$ cat config.mk
export PLATFORM = sky130hd
export DESIGN_NAME = cm_status_reporter
export DESIGN_NICKNAME = d
export VERILOG_FILES = /design/src/rtl/cm_status_reporter_pkg.sv /design/src/rtl/cm_event_slot.sv /design/src/rtl/cm_status_reporter.sv
export SDC_FILE = /design/constraint.sdc
export NUM_CORES = 1
export LEC_CHECK = 0
export CORE_MARGIN = 1
export CORE_UTILIZATION = 35
export DETAILED_ROUTE_END_ITERATION = 7
export SLEW_MARGIN = 5
export SYNTH_ARGS = -nofsm -noshare
export SYNTH_HDL_FRONTEND = slang
export SYNTH_SLANG_ARGS = --single-unit
$ cat constraint.sdc
create_clock -name clk -period 2.75 [get_ports clk]
set_input_delay 0.55 -clock clk [delete_from_list [all_inputs] [get_ports clk]]
set_output_delay 0.55 -clock clk [all_outputs]
set_load 0.1 [all_outputs]
$ cat src/rtl/cm_status_reporter_pkg.sv
// Shared encodings for the config-channel response path: frame types and reporter FSM states.
package cm_status_reporter_pkg;

  localparam int TYPE_W = 2;

  localparam logic [TYPE_W-1:0] TYPE_ERROR        = 2'b10;
  localparam logic [TYPE_W-1:0] TYPE_NOTIFICATION = 2'b01;

  typedef enum logic [1:0] {
    ST_IDLE    = 2'd0,
    ST_LOAD    = 2'd1,
    ST_SEND_HI = 2'd2,
    ST_SEND_LO = 2'd3
  } state_t;

endpackage

$ cat src/rtl/cm_event_slot.sv
// One pending-event slot: code plus status snapshot, loaded by a valid pulse, freed when the frame loads.
// Latency 1 cycle load-to-pending; no backpressure, a repeat load overwrites and flags overrun.
module cm_event_slot #(
  parameter int CODE_W = 3,
  parameter int SNAP_W = 8
) (
  input  logic              clk,
  input  logic              rst,
  input  logic              load,
  input  logic              clear,
  input  logic [CODE_W-1:0] code_in,
  input  logic [SNAP_W-1:0] snap_in,
  output logic              pending,
  output logic [CODE_W-1:0] code,
  output logic [SNAP_W-1:0] snap,
  output logic              overrun
);

  always_ff @(posedge clk or posedge rst) begin
    if (rst) begin
      pending <= 1'b0;
      code    <= '0;
      snap    <= '0;
      overrun <= 1'b0;
    end else begin
      // A slot being copied out this cycle is not lost, so a new event then is not an overrun.
      overrun <= load & pending & ~clear;
      if (load) begin
        pending <= 1'b1;
        code    <= code_in;
        snap    <= snap_in;
      end else if (clear) begin
        pending <= 1'b0;
      end
    end
  end

endmodule

$ cat src/rtl/cm_status_reporter.sv
// Turns config-manager error/notification pulses into 2-byte response frames for the UART TX FIFO.
// Pulse to byte0 write is 3 cycles, byte1 one later; Full stalls the FSM, no write follows a Full cycle.
module cm_status_reporter
  import cm_status_reporter_pkg::*;
#(
  parameter int UART_DATA_WIDTH           = 8,
  parameter int CONFIG_STATUS_WIDTH       = 8,
  parameter int CONFIG_NOTIFICATION_WIDTH = 3,
  parameter int CONFIG_ERROR_WIDTH        = 3
) (
  input  logic                                 clk,
  input  logic                                 rst,
  input  logic [CONFIG_NOTIFICATION_WIDTH-1:0] Config_Notification,
  input  logic                                 Config_Notification_Valid,
  input  logic [CONFIG_ERROR_WIDTH-1:0]        Config_Error,
  input  logic                                 Error_Valid,
  input  logic [CONFIG_STATUS_WIDTH-1:0]       Config_Status,
  input  logic                                 Full,
  output logic [UART_DATA_WIDTH-1:0]           TXD_Data,
  output logic                                 Wr_En,
  output logic                                 Busy,
  output logic                                 Overrun
);

  localparam int CODE_W = (CONFIG_ERROR_WIDTH > CONFIG_NOTIFICATION_WIDTH) ?
                          CONFIG_ERROR_WIDTH : CONFIG_NOTIFICATION_WIDTH;

  state_t                           state;
  logic                             sel_err;
  logic [UART_DATA_WIDTH-1:0]       frame_hi;
  logic [UART_DATA_WIDTH-1:0]       frame_lo;

  logic [CODE_W-1:0]                err_code_in;
  logic [CODE_W-1:0]                ntf_code_in;
  logic                             err_pending;
  logic                             ntf_pending;
  logic [CODE_W-1:0]                err_code;
  logic [CODE_W-1:0]                ntf_code;
  logic [CONFIG_STATUS_WIDTH-1:0]   err_snap;
  logic [CONFIG_STATUS_WIDTH-1:0]   ntf_snap;
  logic                             err_overrun;
  logic                             ntf_overrun;
  logic                             clear_err;
  logic                             clear_ntf;

  assign err_code_in = CODE_W'(Config_Error);
  assign ntf_code_in = CODE_W'(Config_Notification);

  assign clear_err = (state == ST_LOAD) &  sel_err;
  assign clear_ntf = (state == ST_LOAD) & ~sel_err;

  cm_event_slot #(
    .CODE_W (CODE_W),
    .SNAP_W (CONFIG_STATUS_WIDTH)
  ) u_err_slot (
    .clk     (clk),
    .rst     (rst),
    .load    (Error_Valid),
    .clear   (clear_err),
    .code_in (err_code_in),
    .snap_in (Config_Status),
    .pending (err_pending),
    .code    (err_code),
    .snap    (err_snap),
    .overrun (err_overrun)
  );

  cm_event_slot #(
    .CODE_W (CODE_W),
    .SNAP_W (CONFIG_STATUS_WIDTH)
  ) u_ntf_slot (
    .clk     (clk),
    .rst     (rst),
    .load    (Config_Notification_Valid),
    .clear   (clear_ntf),
    .code_in (ntf_code_in),
    .snap_in (Config_Status),
    .pending (ntf_pending),
    .code    (ntf_code),
    .snap    (ntf_snap),
    .overrun (ntf_overrun)
  );

  // byte0 layout: type in the top two bits, code right-aligned, zeros between.
  function automatic logic [UART_DATA_WIDTH-1:0] make_hdr(input logic [TYPE_W-1:0] t,
                                                          input logic [CODE_W-1:0] c);
    logic [UART_DATA_WIDTH-1:0] h;
    h = '0;
    h[UART_DATA_WIDTH-1 -: TYPE_W] = t;
    h[CODE_W-1:0] = c;
    return h;
  endfunction

  always_ff @(posedge clk or posedge rst) begin
    if (rst) begin
      state    <= ST_IDLE;
      sel_err  <= 1'b0;
      frame_hi <= '0;
      frame_lo <= '0;
      TXD_Data <= '0;
      Wr_En    <= 1'b0;
    end else begin
      Wr_En <= 1'b0;
      case (state)
        ST_IDLE: begin
          if (err_pending) begin
            sel_err <= 1'b1;
            state   <= ST_LOAD;
          end else if (ntf_pending) begin
            sel_err <= 1'b0;
            state   <= ST_LOAD;
          end
        end
        ST_LOAD: begin
          if (sel_err) begin
            frame_hi <= make_hdr(TYPE_ERROR, err_code);
            frame_lo <= UART_DATA_WIDTH'(err_snap);
          end else begin
            frame_hi <= make_hdr(TYPE_NOTIFICATION, ntf_code);
            frame_lo <= UART_DATA_WIDTH'(ntf_snap);
          end
          state <= ST_SEND_HI;
        end
        ST_SEND_HI: begin
          if (!Full) begin
            Wr_En    <= 1'b1;
            TXD_Data <= frame_hi;
            state    <= ST_SEND_LO;
          end
        end
        ST_SEND_LO: begin
          if (!Full) begin
            Wr_En    <= 1'b1;
            TXD_Data <= frame_lo;
            state    <= ST_IDLE;
          end
        end
        default: state <= ST_IDLE;
      endcase
    end
  end

  assign Busy    = err_pending | ntf_pending | (state != ST_IDLE);
  assign Overrun = err_overrun | ntf_overrun;

endmodule

Yosys cells after proc, flatten, opt, wreduce, memory -nomap -nowiden
Cells that the tools add are included.
Word-level totals
  memory bits (writable): 0
  bits of input ports: 19
  latch bits: 0
  memory bits (read-only): 0
  register bits: 54
  output and inout bits: 11
  memories: 0
  word-level logic and storage cells: 60
Operators by class
  muxes and demuxes: 18
  equality and inequality tests: 6
  reductions and logical operators: 10
  $mul: 0
  $add $sub $neg: 0
  div/mod/pow operators: 0
  $lt $le $gt $ge: 0
  bitwise gates (word level): 12
  shift operators: 0
Operators with widths (number)
  2-to-1 mux 8 bit: 4
  one-hot mux 8 bit (2 select lines): 1
  nonzero test 2 bit: 5
  2-to-1 mux 1 bit: 8
  2-to-1 mux 2 bit: 4
  one-hot mux 2 bit (4 select lines): 1
  bitwise AND 1 bit: 6
  AND reduction 3 bit: 2
  equality test 2 bit, second input constant: 2
  != test 2 bit, second input constant: 2
  != test 3 x 1 -> 1 bit, second input constant: 1
  NOT 1 bit: 3
  bitwise OR 1 bit: 3
  equality test 2 x 1 -> 1 bit, second input constant: 1
  zero test 2 bit: 1
  AND reduction 2 bit: 1
  OR reduction 2 bit: 1

Depth between registers and ports, before layout
  depth in word-level cells: 4
  depth in mapped cells: 6
  depth with buffers taken out: 5

By module
From an unflattened synthesis, not the netlist that was laid out.
Second synthesis, totals
  cells, all modules: 165
  area, all modules: 2215.9 sq um
By module, submodules not included
  cm_status_reporter: cells an instance 107, sequential area each 625.6 sq um, area an instance 1187.4 sq um, instances 1
  cm_event_slot: cells an instance 29, sequential area each 325.3 sq um, area an instance 514.2 sq um, instances 2

Worst setup path after synthesis
Ideal clock, no wire load.
  path kind: reg-to-reg
  start point: register state[0]
  end point: register state[1]
  path slack: 0.995 ns
  path buffers: 0
  setup time: 0.127 ns
  period minus slack after synthesis: 1.755 ns
  data required time: 2.623 ns
  arrival: 1.628 ns
  stages on the path, launching flop included: 6
  cells stage by stage: dfrtp_1 inv_1 ha_1 or3b_4 nand2_2 mux2_1
Between the ends
  longest elaborated chain between the ends: 3
  elaborated cells between the ends (all ways): 9
  those cells by class: eq/ne: 6; mux: 1; reduce/logical: 2
RTL lines
  start: declaration: RTL line cm_status_reporter.sv:28  | state_t state;
  start signal: assignment: RTL line cm_status_reporter.sv:96  | state <= ST_IDLE;
  start signal: assignment: RTL line cm_status_reporter.sv:108  | state <= ST_LOAD;
  start signal: assignment: RTL line cm_status_reporter.sv:111  | state <= ST_LOAD;
  equality test 2 bit / zero test 2 bit (equally long branches): RTL line cm_status_reporter.sv:104  | case (state)
  != test 2 bit (no line) / != test 3 x 1 -> 1 bit (equally long branches)
  AND reduction 3 bit (no line)
Several ways; a longest one is shown, not always the timed one.
A chain may end at the register's enable or synchronous reset.

Worst setup path in the final report
  start point: register state[0]
  end point: output port Busy
Between the ends
  longest elaborated chain between the ends: 2
RTL lines
  nonzero test 2 bit: RTL line cm_status_reporter.sv:143  | assign Busy = err_pending | ntf_pending | (state != ST_IDLE);
  bitwise OR 1 bit: RTL line cm_status_reporter.sv:143
  end: declaration: RTL line cm_status_reporter.sv:21  | output logic Busy,
No other way between the ends.

==> out/summary.txt <==
status: finished clean
most numerous cell in the Yosys netlist: dfrtp_1
post-synthesis adder-cell area fraction: 2.38%
Peak VDD IR: 656 uV
ys flop type: dfrtp_1
CTS sink count: 51
total CTS buffers: 5
register area share after synthesis: 60.6%
Filler Cells Inserted: 519
DRT Pass-1 Iters: 4
area leader, netlist: dfrtp_1
DP Cell Count: 257
share of async-settable or async-resettable flops after synthesis: 100%
Yosys reg bits: 51
std cell rows: 27
H-tree depth: 2
drt wl/cell: 14.4 um
Worst-Skew Late Latency: 0.30 ns
Layout Cells excl Fill: 264
XOR/XNOR Fraction of Synth Area: 0%
crit path cell chain: inv_1 -> ha_1 -> or3b_4 -> buf_4
Top-Level Pins: 30
post-synthesis cell type count: 25
Synth Area in Compound Gates: 8.25%
vias in the first global route: 1333
RSZ-0062 raised after global routing: false
Post-synth EDFFs: 0
clk buf depth: 2
first-pass GRT wire length: 6520 um
CP peak stage delay: 0.42 ns
CP Class: reg -> out
worst slew pin tran: 0.737 ns
area of the mapped netlist: 2110 um^2
post-CTS resize count: 0
Reg area: 1280 um^2
post-DP HPWL: 2720 um
Die Y: 79.6 um
layout cells sized above 1: 26.0%
Critical Path AT: 1.72 ns
gr ovfl total: 0
Post-Syn Nets: 185
CTS tree: built
kind of launch point of the worst setup path: register
leak pwr: 1.15 nW
drt drc: 0
Multi-input gate area: 759 um^2
Worst EP required: 2.20 ns
Nets: 215
simple logic cell fraction of the synthesized area: 5.52%
Core Area: 5640 um^2
CTS root buf: clkbuf_8
Ys Warns: 0
GP Congestion: 0.712
largest family of logic cells by synthesized area: multiplexers
post-CTS setup buffer count: 0
vias per cell: 4.84
most common library cells after synthesis: 51 x dfrtp_1, 22 x mux2_2, 16 x mux2i_1
syn avg cell area: 13.0 um^2
max_cap viols: 0
fin. max-slew vios: 0
hold_buf cts: 0
crit-path leading delay family: simple AND/OR/NAND/NOR gates
GRT Util Overall: 14.0%
Die W: 79.6 um
Worst-path clk slew: 0.08 ns
minimum clock period: 2.27 ns
DIE AREA: 6330 um^2
P&R area growth vs syn: 20.5%
Max Clk Rate: 441 MHz
Gate Count Post-Synth: 162
PortBufs: 29
Final ANT Viol Nets: 0
vias post-DR: 1278
drt first-iter violations: 99
Slew HR: 50.8%
CP max stage cell: or3b_4
largest net degree at the start of global routing: 35
Worst Path Max Fanout: 4
final worst path period share: 82.4%
PD cells: 1140 nW/um^2
synth top area cells: dfrtp_1 61%, mux2_2 12%, mux2i_1 7.6%, a21oi_1 2.9%, ha_1 2.4%
Initial Util: 37.3%
final hold violations: 0
Ant. Diodes: 0
mux cell area share after synthesis: 19.9%
initial antenna violation count: 0
CP bufs+invs: 2
Worst Hold Class: reg -> reg
final hold slack: 0.493 ns
Setup TNS: 0 ns
CP endpoint kind: output pin
final wirelength: 3790 um
Yosys top cell area share: 60.6%
Final setup viols: 0
Setup Skew: 0.00555 ns
power by group:
group / switching, mW / internal, mW / total (mW)
clock: 0.231 / 0.266 / 0.497
sequential: 0.171 / 0.982 / 1.15
combinational: 0.844 / 0.409 / 1.25
kinds of logic (layout without fill, tap and decap cells):
family          after synthesis  count (layout)
mux                          39              39
fa+ha+maj                     4               4
flops                        51              51
buf+inv                      15              45
compound gates               28              28
simple gates                 25              25
cell type report:
| cell class | count | area share (%) |
|---|---|---|
| clock buffer | 5 | 2.71 |
| timing repair buffer | 32 | 11.2 |
| clock inverter | 2 | 1.48 |
| multi-input combinational | 96 | 29.9 |
| inverter | 6 | 0.887 |
| sequential | 51 | 50.2 |
| tap | 72 | 3.55 |
layout by cell type (no fill, tap or decap), types with 2 or more instances in the layout:
| cell | instances |
|---|---|
| and3_1 | 2 |
| clkbuf_8 | 5 |
| mux2i_1 | 16 |
| buf_4 | 14 |
| clkdlybuf4s50_1 | 18 |
| mux2_2 | 22 |
| nor2_1 | 11 |
| inv_1 | 5 |
| ha_1 | 4 |
| a22o_1 | 3 |
| dfrtp_1 | 51 |
| nand2_1 | 7 |
| a21o_1 | 2 |
| a21oi_1 | 12 |
| o21ai_0 | 7 |
registers in the layout (all words and copies together) (netlist names), 2 cells and up:
signal / count
frame_lo: 8
u_err_slot.code: 3
frame_hi: 5
u_ntf_slot.code: 3
state: 2
TXD_Data: 8
u_ntf_slot.snap: 8
u_err_slot.snap: 8
path summary, 6_finish.rpt:
kind	from	endpoint	slack, ns	depth (start not counted)
setup / recovery	state[0]	Busy	0.48	4
hold / removal	TXD_Data[6]	TXD_Data[6]	0.49	2
setup reg to reg	state[0]	state[1]	1.05	5
hold reg to reg	TXD_Data[6]	TXD_Data[6]	0.49	2
max in group asynchronous	rst	u_err_slot.snap[4]	1.45	3
min in group asynchronous	rst	TXD_Data[0]	0.67	2
per-layer routing:
metal	vias up	global-route usage, %	part of all wire, %
li1	614	-	-
met1	630	17.5	46
met2	29	22.6	49
met3	5	3.89	3.5
met4	0	5.45	1.8
met5	-	0	0
metrics by stage:
step	utilization, %	total power [mW]	setup WS (ns)	cell area [um^2]
6_report	45.0	2.90	0.484	2540
5_1_grt	45.0	3.08	0.397	2540
4_1_cts	45.0	2.94	0.473	2540
3_5_place_dp	43.1	2.43	0.759	2430
3_3_place_gp	43.1	2.37	0.798	2430
2_1_floorplan	-	2.14	0.970	2110
worst reg2reg max path, stage by stage, from the launching register on:
cell	delay, ns
dfrtp_1	0.40
inv_1	0.11
ha_1	0.24
or3b_4	0.42
nand2_2	0.08
mux2_1	0.33
Power figures use the tool's default switching activity.
==> patch 1, RTL diff (same flow settings) <==
Put a register stage on the output `Overrun`, without a reset. The value now appears one clock later. The other outputs are not delayed to match.
--- a/src/rtl/cm_status_reporter.sv
+++ b/src/rtl/cm_status_reporter.sv
@@ -141,7 +141,9 @@
   end
 
   assign Busy    = err_pending | ntf_pending | (state != ST_IDLE);
-  assign Overrun = err_overrun | ntf_overrun;
+  always_ff @(posedge clk) begin
+    Overrun <= err_overrun | ntf_overrun;
+  end
 
 endmodule
 
Behaviour: not the same (Yosys sat finds a counterexample within 4 cycles, from zero or initial values and one cycle with rst high).
==> patch 1 against the original RTL <==
The run now ends with DRC left. Clock skew up 0.0012 ns. Setup slack better by 0.0047 ns. Area after synthesis rose by 0.95%. Via count decreased by 0.47%. First-iteration DRC count shrank 35%. Design area up 1.3%. Hold slack got worse by 0.053 ns. Sequential cell count increased by 1. Routed wire length increased by 0.32%. Power grew 1.4%. Count of clock-buffer cells in the layout unchanged. Critical path depth unchanged.
==> patch 1: results (changes against the original RTL) <==
[run_status]
outcome = finished with violations  ; was completed
violations = DRC

[sta]
finalSetupTns_ns = 0  ; unchanged
skew_ns = 0.00671  ; was 0.00555 ns
worst_slew_pin_slew_ns = 0.701  ; was 0.737 ns
setup_viol = 0  ; unchanged

[grt]
grt_max_degree = 33  ; was 35
antenna_found_initial = 0  ; unchanged
grt.total_usage_pct = 13.4  ; was 14.0%
grt_first_pass_wirelength_mm = 6.42  ; was 6.52 mm
grt_pass1_vias = 1354  ; was 1,333

[critical_path]
cp_max_fo = 4  ; unchanged
reg2reg_depth = 5  ; unchanged
startpoint = state[0]$_DFFE_PP0P_  ; unchanged

[placement]
routabilityCongestion = 0.734  ; was 0.712
dp_hpwl_mm = 2.81  ; was 2.72 mm
dp_cells = 261  ; was 257

[route]
remaining_drc_errors = 1  ; was 0
drt-total-wl_mm = 3.81  ; was 3.79 mm
drt-pass1-iter-count = 6  ; was 4
viasPerCell = 4.73  ; was 4.84
dr.first_iter.drc_count = 64  ; was 99

[logic_synthesis]
synthArstFlopShare_pct = 98.1  ; was 100%
syn-instance-count = 163  ; was 162
synth_common_cells = 51 x dfrtp_1, 22 x mux2_2, 16 x mux2i_1, 12 x a21oi_1, 11 x nor2_1  ; unchanged
synth_area_leaders = dfrtp_1 60%, mux2_2 12%, mux2i_1 7.5%  ; was dfrtp_1 61%, mux2_2 12%, mux2i_1 7.6%
yosysSeqAreaShare_pct = 60.9  ; was 60.6%
ys_types = 26  ; was 25
yosysWarnings = 0  ; unchanged
synth_nets = 186  ; was 185

[final_layout]
nets = 216  ; was 215
nFillCells = 537  ; was 519
drive_gt1_share_pct = 26.3  ; was 26.0%
finalNonFillerCells = 269  ; was 264

[clock_network]
path_clk_slew_ns = 0.10  ; was 0.08 ns
post_cts_resized = 0  ; unchanged
insertion_delay_ns = 0.30  ; about the same
clockBufferDepth = 2  ; unchanged
cts-root-buf = clkbuf_8  ; unchanged
htreeDepth = 2  ; unchanged

[min_path]
hp-start = u_ntf_slot.overrun$_DFF_PP0_  ; was TXD_Data[6]$_DFFE_PP0P_
min_path_cells = 1  ; was 2
hp-class = flop to flop  ; unchanged

[power]
leakagePower_nw = 1.16  ; was 1.15 nW
irDropWorstVdd_mv = 0.870  ; was 0.656 mV

==> patch 1: changes by cell type after synthesis <==
cell and delta:
dfxtp_1 +1
==> patch 1: kinds of logic after synthesis <==
family | synth area share [%]
buffers and inverters | 3.35
flip-flops | 60.9
AND/OR/NAND/NOR | 5.47
multiplexers | 19.7
adder cells (fa/ha/maj) | 2.35
AO/OA/AOI/OAI | 8.18
==> patch 1: worst max-delay path, stage by stage, from the launching register on <==
cell,delay (ns)
dfrtp_1,0.42
inv_1,0.11
ha_1,0.23
or3b_4,0.41
buf_4,0.24
==> patch 1: area by class of cell <==
| class | instances | area [um2] | area share, % |
|---|---|---|---|
| multi-input cells | 96 | 759 | 29.5 |
| well taps | 75 | 93.8 | 3.65 |
| inverters | 6 | 22.5 | 0.875 |
| repair buffers | 32 | 285 | 11.1 |
| clock buffers | 5 | 68.8 | 2.68 |
| clock inverters | 3 | 46.3 | 1.80 |
| flip-flops and latches | 52 | 1300 | 50.4 |
==> patch 1: metal layers <==
metal  track usage [%]  wire [um]  up-vias
li1                  -          -      618
met1              16.7       1720      621
met5                 0          0        -
met4              5.36         56        0
met2              22.4       1890       28
met3              3.09        134        5
==> patch 1: power by group <==
part / internal [mW] / leakage, nW / switching, mW / total (mW)
Sequential: 1.00 / 0.603 / 0.179 / 1.18
Combinational: 0.408 / 0.501 / 0.829 / 1.24
Clock: 0.274 / 0.0548 / 0.250 / 0.524
Total: 1.68 / 1.16 / 1.26 / 2.94
==> patch 1: path summary, 6_finish.rpt <==
path | to | slack (ns)
max | Busy | 0.49
min | Overrun$_DFF_P_ | 0.44
max reg2reg | state[1]$_DFFE_PP0P_ | 1.07
min reg2reg | Overrun$_DFF_P_ | 0.44
max in group asynchronous | frame_lo[0]$_DFFE_PP0N_ | 1.47
min in group asynchronous | TXD_Data[2]$_DFFE_PP0P_ | 0.65
==> patch 1: metrics by stage <==
stage | hold slack [ns] | utilization [%] | instance area (um2) | worst slack [ns]
2_1_floorplan | 0.405 | - | 2130 | 0.970
3_3_place_gp | 0.414 | 41.8 | 2460 | 0.811
3_5_place_dp | 0.416 | 41.8 | 2460 | 0.784
4_1_cts | 0.438 | 43.7 | 2570 | 0.475
5_1_grt | 0.458 | 43.7 | 2570 | 0.406
6_report | 0.440 | 43.7 | 2570 | 0.488
==> patch 2, RTL diff (same flow settings) <==
Without the edit above. `CONFIG_ERROR_WIDTH`: 3 -> 2.
--- a/src/rtl/cm_status_reporter.sv
+++ b/src/rtl/cm_status_reporter.sv
@@ -6,7 +6,7 @@
   parameter int UART_DATA_WIDTH           = 8,
   parameter int CONFIG_STATUS_WIDTH       = 8,
   parameter int CONFIG_NOTIFICATION_WIDTH = 3,
-  parameter int CONFIG_ERROR_WIDTH        = 3
+  parameter int CONFIG_ERROR_WIDTH        = 2
 ) (
   input  logic                                 clk,
   input  logic                                 rst,
Interface: changed (resized Config_Error); port bits go from 30 to 29. The function was not compared with the original's and may differ.
==> patch 2 against the original RTL <==
Power is 2.1% higher. Sequential cell count is 1 lower. Register-to-register slack better by 0.02 ns. Area after synthesis is 1.8% lower. Setup slack better by 0.027 ns. Routed wire length is 2.1% lower. Core utilization is 0.14 points higher. Design area is 0.30% lower.
==> patch 2: results (changes against the original RTL) <==
[run_status]
outcome = completed  ; unchanged

[clock_network]
cts-root-buf = clkbuf_8  ; unchanged
path_clk_slew_ns = 0.09
cts_buffers = 5  ; unchanged
htreeDepth = 2  ; unchanged
postCtsSetupRepairBufs = 0  ; unchanged
post_cts_resized = 0  ; unchanged
clockBufferDepth = 2  ; unchanged
insertion_delay_ns = 0.29

[logic_synthesis]
yosysWarnings = 0  ; unchanged
ys_types = 26  ; was 25
yosysSeqAreaShare_pct = 60.5  ; was 60.6%
synth_area_leaders = dfrtp_1 60%, mux2_2 11%, mux2i_1 7.3%  ; was dfrtp_1 61%, mux2_2 12%, mux2i_1 7.6%
synth_common_cells = 50 x dfrtp_1, 21 x mux2_2, 15 x mux2i_1, 11 x a21oi_1, 10 x nor2_1  ; was 51 x dfrtp_1, 22 x mux2_2, 16 x mux2i_1, 12 x a21oi_1, 11 x nor2_1
synthArstFlopShare_pct = 100  ; unchanged
synth_nets = 182  ; was 185
syn-instance-count = 160  ; was 162

[final_layout]
diodes = 0  ; unchanged
nets = 210  ; was 215
drive_gt1_share_pct = 25.9  ; was 26.0%
finalNonFillerCells = 261  ; was 264

[sta]
skew_ns = 0.00590  ; was 0.00555 ns
worst_slew_pin_slew_ns = 0.667  ; was 0.737 ns

[critical_path]
critPathMaxStageDelay_ns = 0.41
r2r_slack_ns = 1.07  ; was 1.05 ns
r2r_end = state[1]$_DFFE_PP0P_  ; unchanged
cp_max_fo = 4  ; unchanged
reg2reg_depth = 5  ; unchanged
startpoint = state[0]$_DFFE_PP0P_  ; unchanged
cp.arrival_ns = 1.69  ; was 1.72 ns
endpoint = Busy  ; unchanged
critPathSlowestCell = dfrtp_1  ; was or3b_4

[grt]
antenna_found_initial = 0  ; unchanged
grt.total_usage_pct = 13.4  ; was 14.0%
grt_first_pass_wirelength_mm = 6.31  ; was 6.52 mm
grt_pass1_vias = 1264  ; was 1,333
grt_max_degree = 27  ; was 35

[power]
leakagePower_nw = 1.15  ; about the same
irDropWorstVdd_mv = 0.528  ; was 0.656 mV

[route]
drt-wirelength-per-cell_um = 14.2  ; was 14.4 um
dr.first_iter.drc_count = 48  ; was 99
drt-pass1-iter-count = 4  ; unchanged
viasPerCell = 4.79  ; was 4.84

[placement]
placed_cell_area_mm2 = 0.00239  ; was 0.00243 mm2
port_buffers = 28  ; was 29
dp_cells = 253  ; was 257
routabilityCongestion = 0.777  ; was 0.712
dp_hpwl_mm = 2.67  ; was 2.72 mm

[min_path]
hp-class = flop to flop  ; unchanged

[patch 2: metrics by stage]
stage | worst slack (ns) | power (mW)
after floorplan | 0.995 | 2.10
after global placement | 0.798 | 2.32
after detailed placement | 0.763 | 2.36
after CTS | 0.504 | 2.99
after global routing | 0.452 | 3.13
final | 0.510 | 2.96
[patch 2: layer usage]
metal  GRT usage [%]  wire length (um)  part of all wire, %  up-vias
met1            17.0              1650                   44      625
li1                -                 -                    -      601
met2            21.7              1870                   50       19
met3            3.10               125                  3.4        5
met4            6.00                64                  1.7        0
met5               0                 0                    0        -
[patch 2: how the worst min path moves through the flow]
stage	start	end	slack, ns	cells after the start
floorplan	frame_lo[3]$_DFFE_PP0N_	TXD_Data[3]$_DFFE_PP0P_	0.47	1
global placement	TXD_Data[1]$_DFFE_PP0P_	TXD_Data[1]$_DFFE_PP0P_	0.47	2
detailed placement	TXD_Data[2]$_DFFE_PP0P_	TXD_Data[2]$_DFFE_PP0P_	0.47	2
CTS	TXD_Data[2]$_DFFE_PP0P_	TXD_Data[2]$_DFFE_PP0P_	0.49	2
global route	TXD_Data[0]$_DFFE_PP0P_	TXD_Data[0]$_DFFE_PP0P_	0.52	2
finish	TXD_Data[6]$_DFFE_PP0P_	TXD_Data[6]$_DFFE_PP0P_	0.49	2
[patch 2: worst max-delay path, delay by kind of cell, from the launching register on]
family / cells / cell delay (ns)
buf+inv: 2 / 0.35
fa+ha+maj: 1 / 0.22
simple gates: 1 / 0.40
flops: 1 / 0.41
[patch 2: cell type report]
cell class / count / area, um2
clock buffers: 6 / 82.6
clock inverters: 2 / 60.1
fillers: 537 / 3080
inverters: 7 / 26.3
multi-input cells: 94 / 742
flip-flops and latches: 50 / 1250
well taps: 72 / 90.1
repair buffers: 30 / 280
[patch 2: cell families (layout without fill, tap and decap cells)]
| kind of cell | count (synthesis) | count (layout) | share of synthesized area [%] |
|---|---|---|---|
| AOI/OAI and AO/OA | 28 | 28 | 8.41 |
| muxes | 37 | 37 | 19.2 |
| DFF | 50 | 50 | 60.5 |
| adders and majority gates | 4 | 4 | 2.42 |
| buffers and inverters | 16 | 45 | 3.63 |
| and+or+nand+nor | 25 | 25 | 5.81 |
[patch 2: power breakdown]
group | switching, mW | internal (mW)
sequential | 0.169 | 0.963
combinational | 0.818 | 0.395
clock | 0.230 | 0.388
total | 1.22 | 1.75
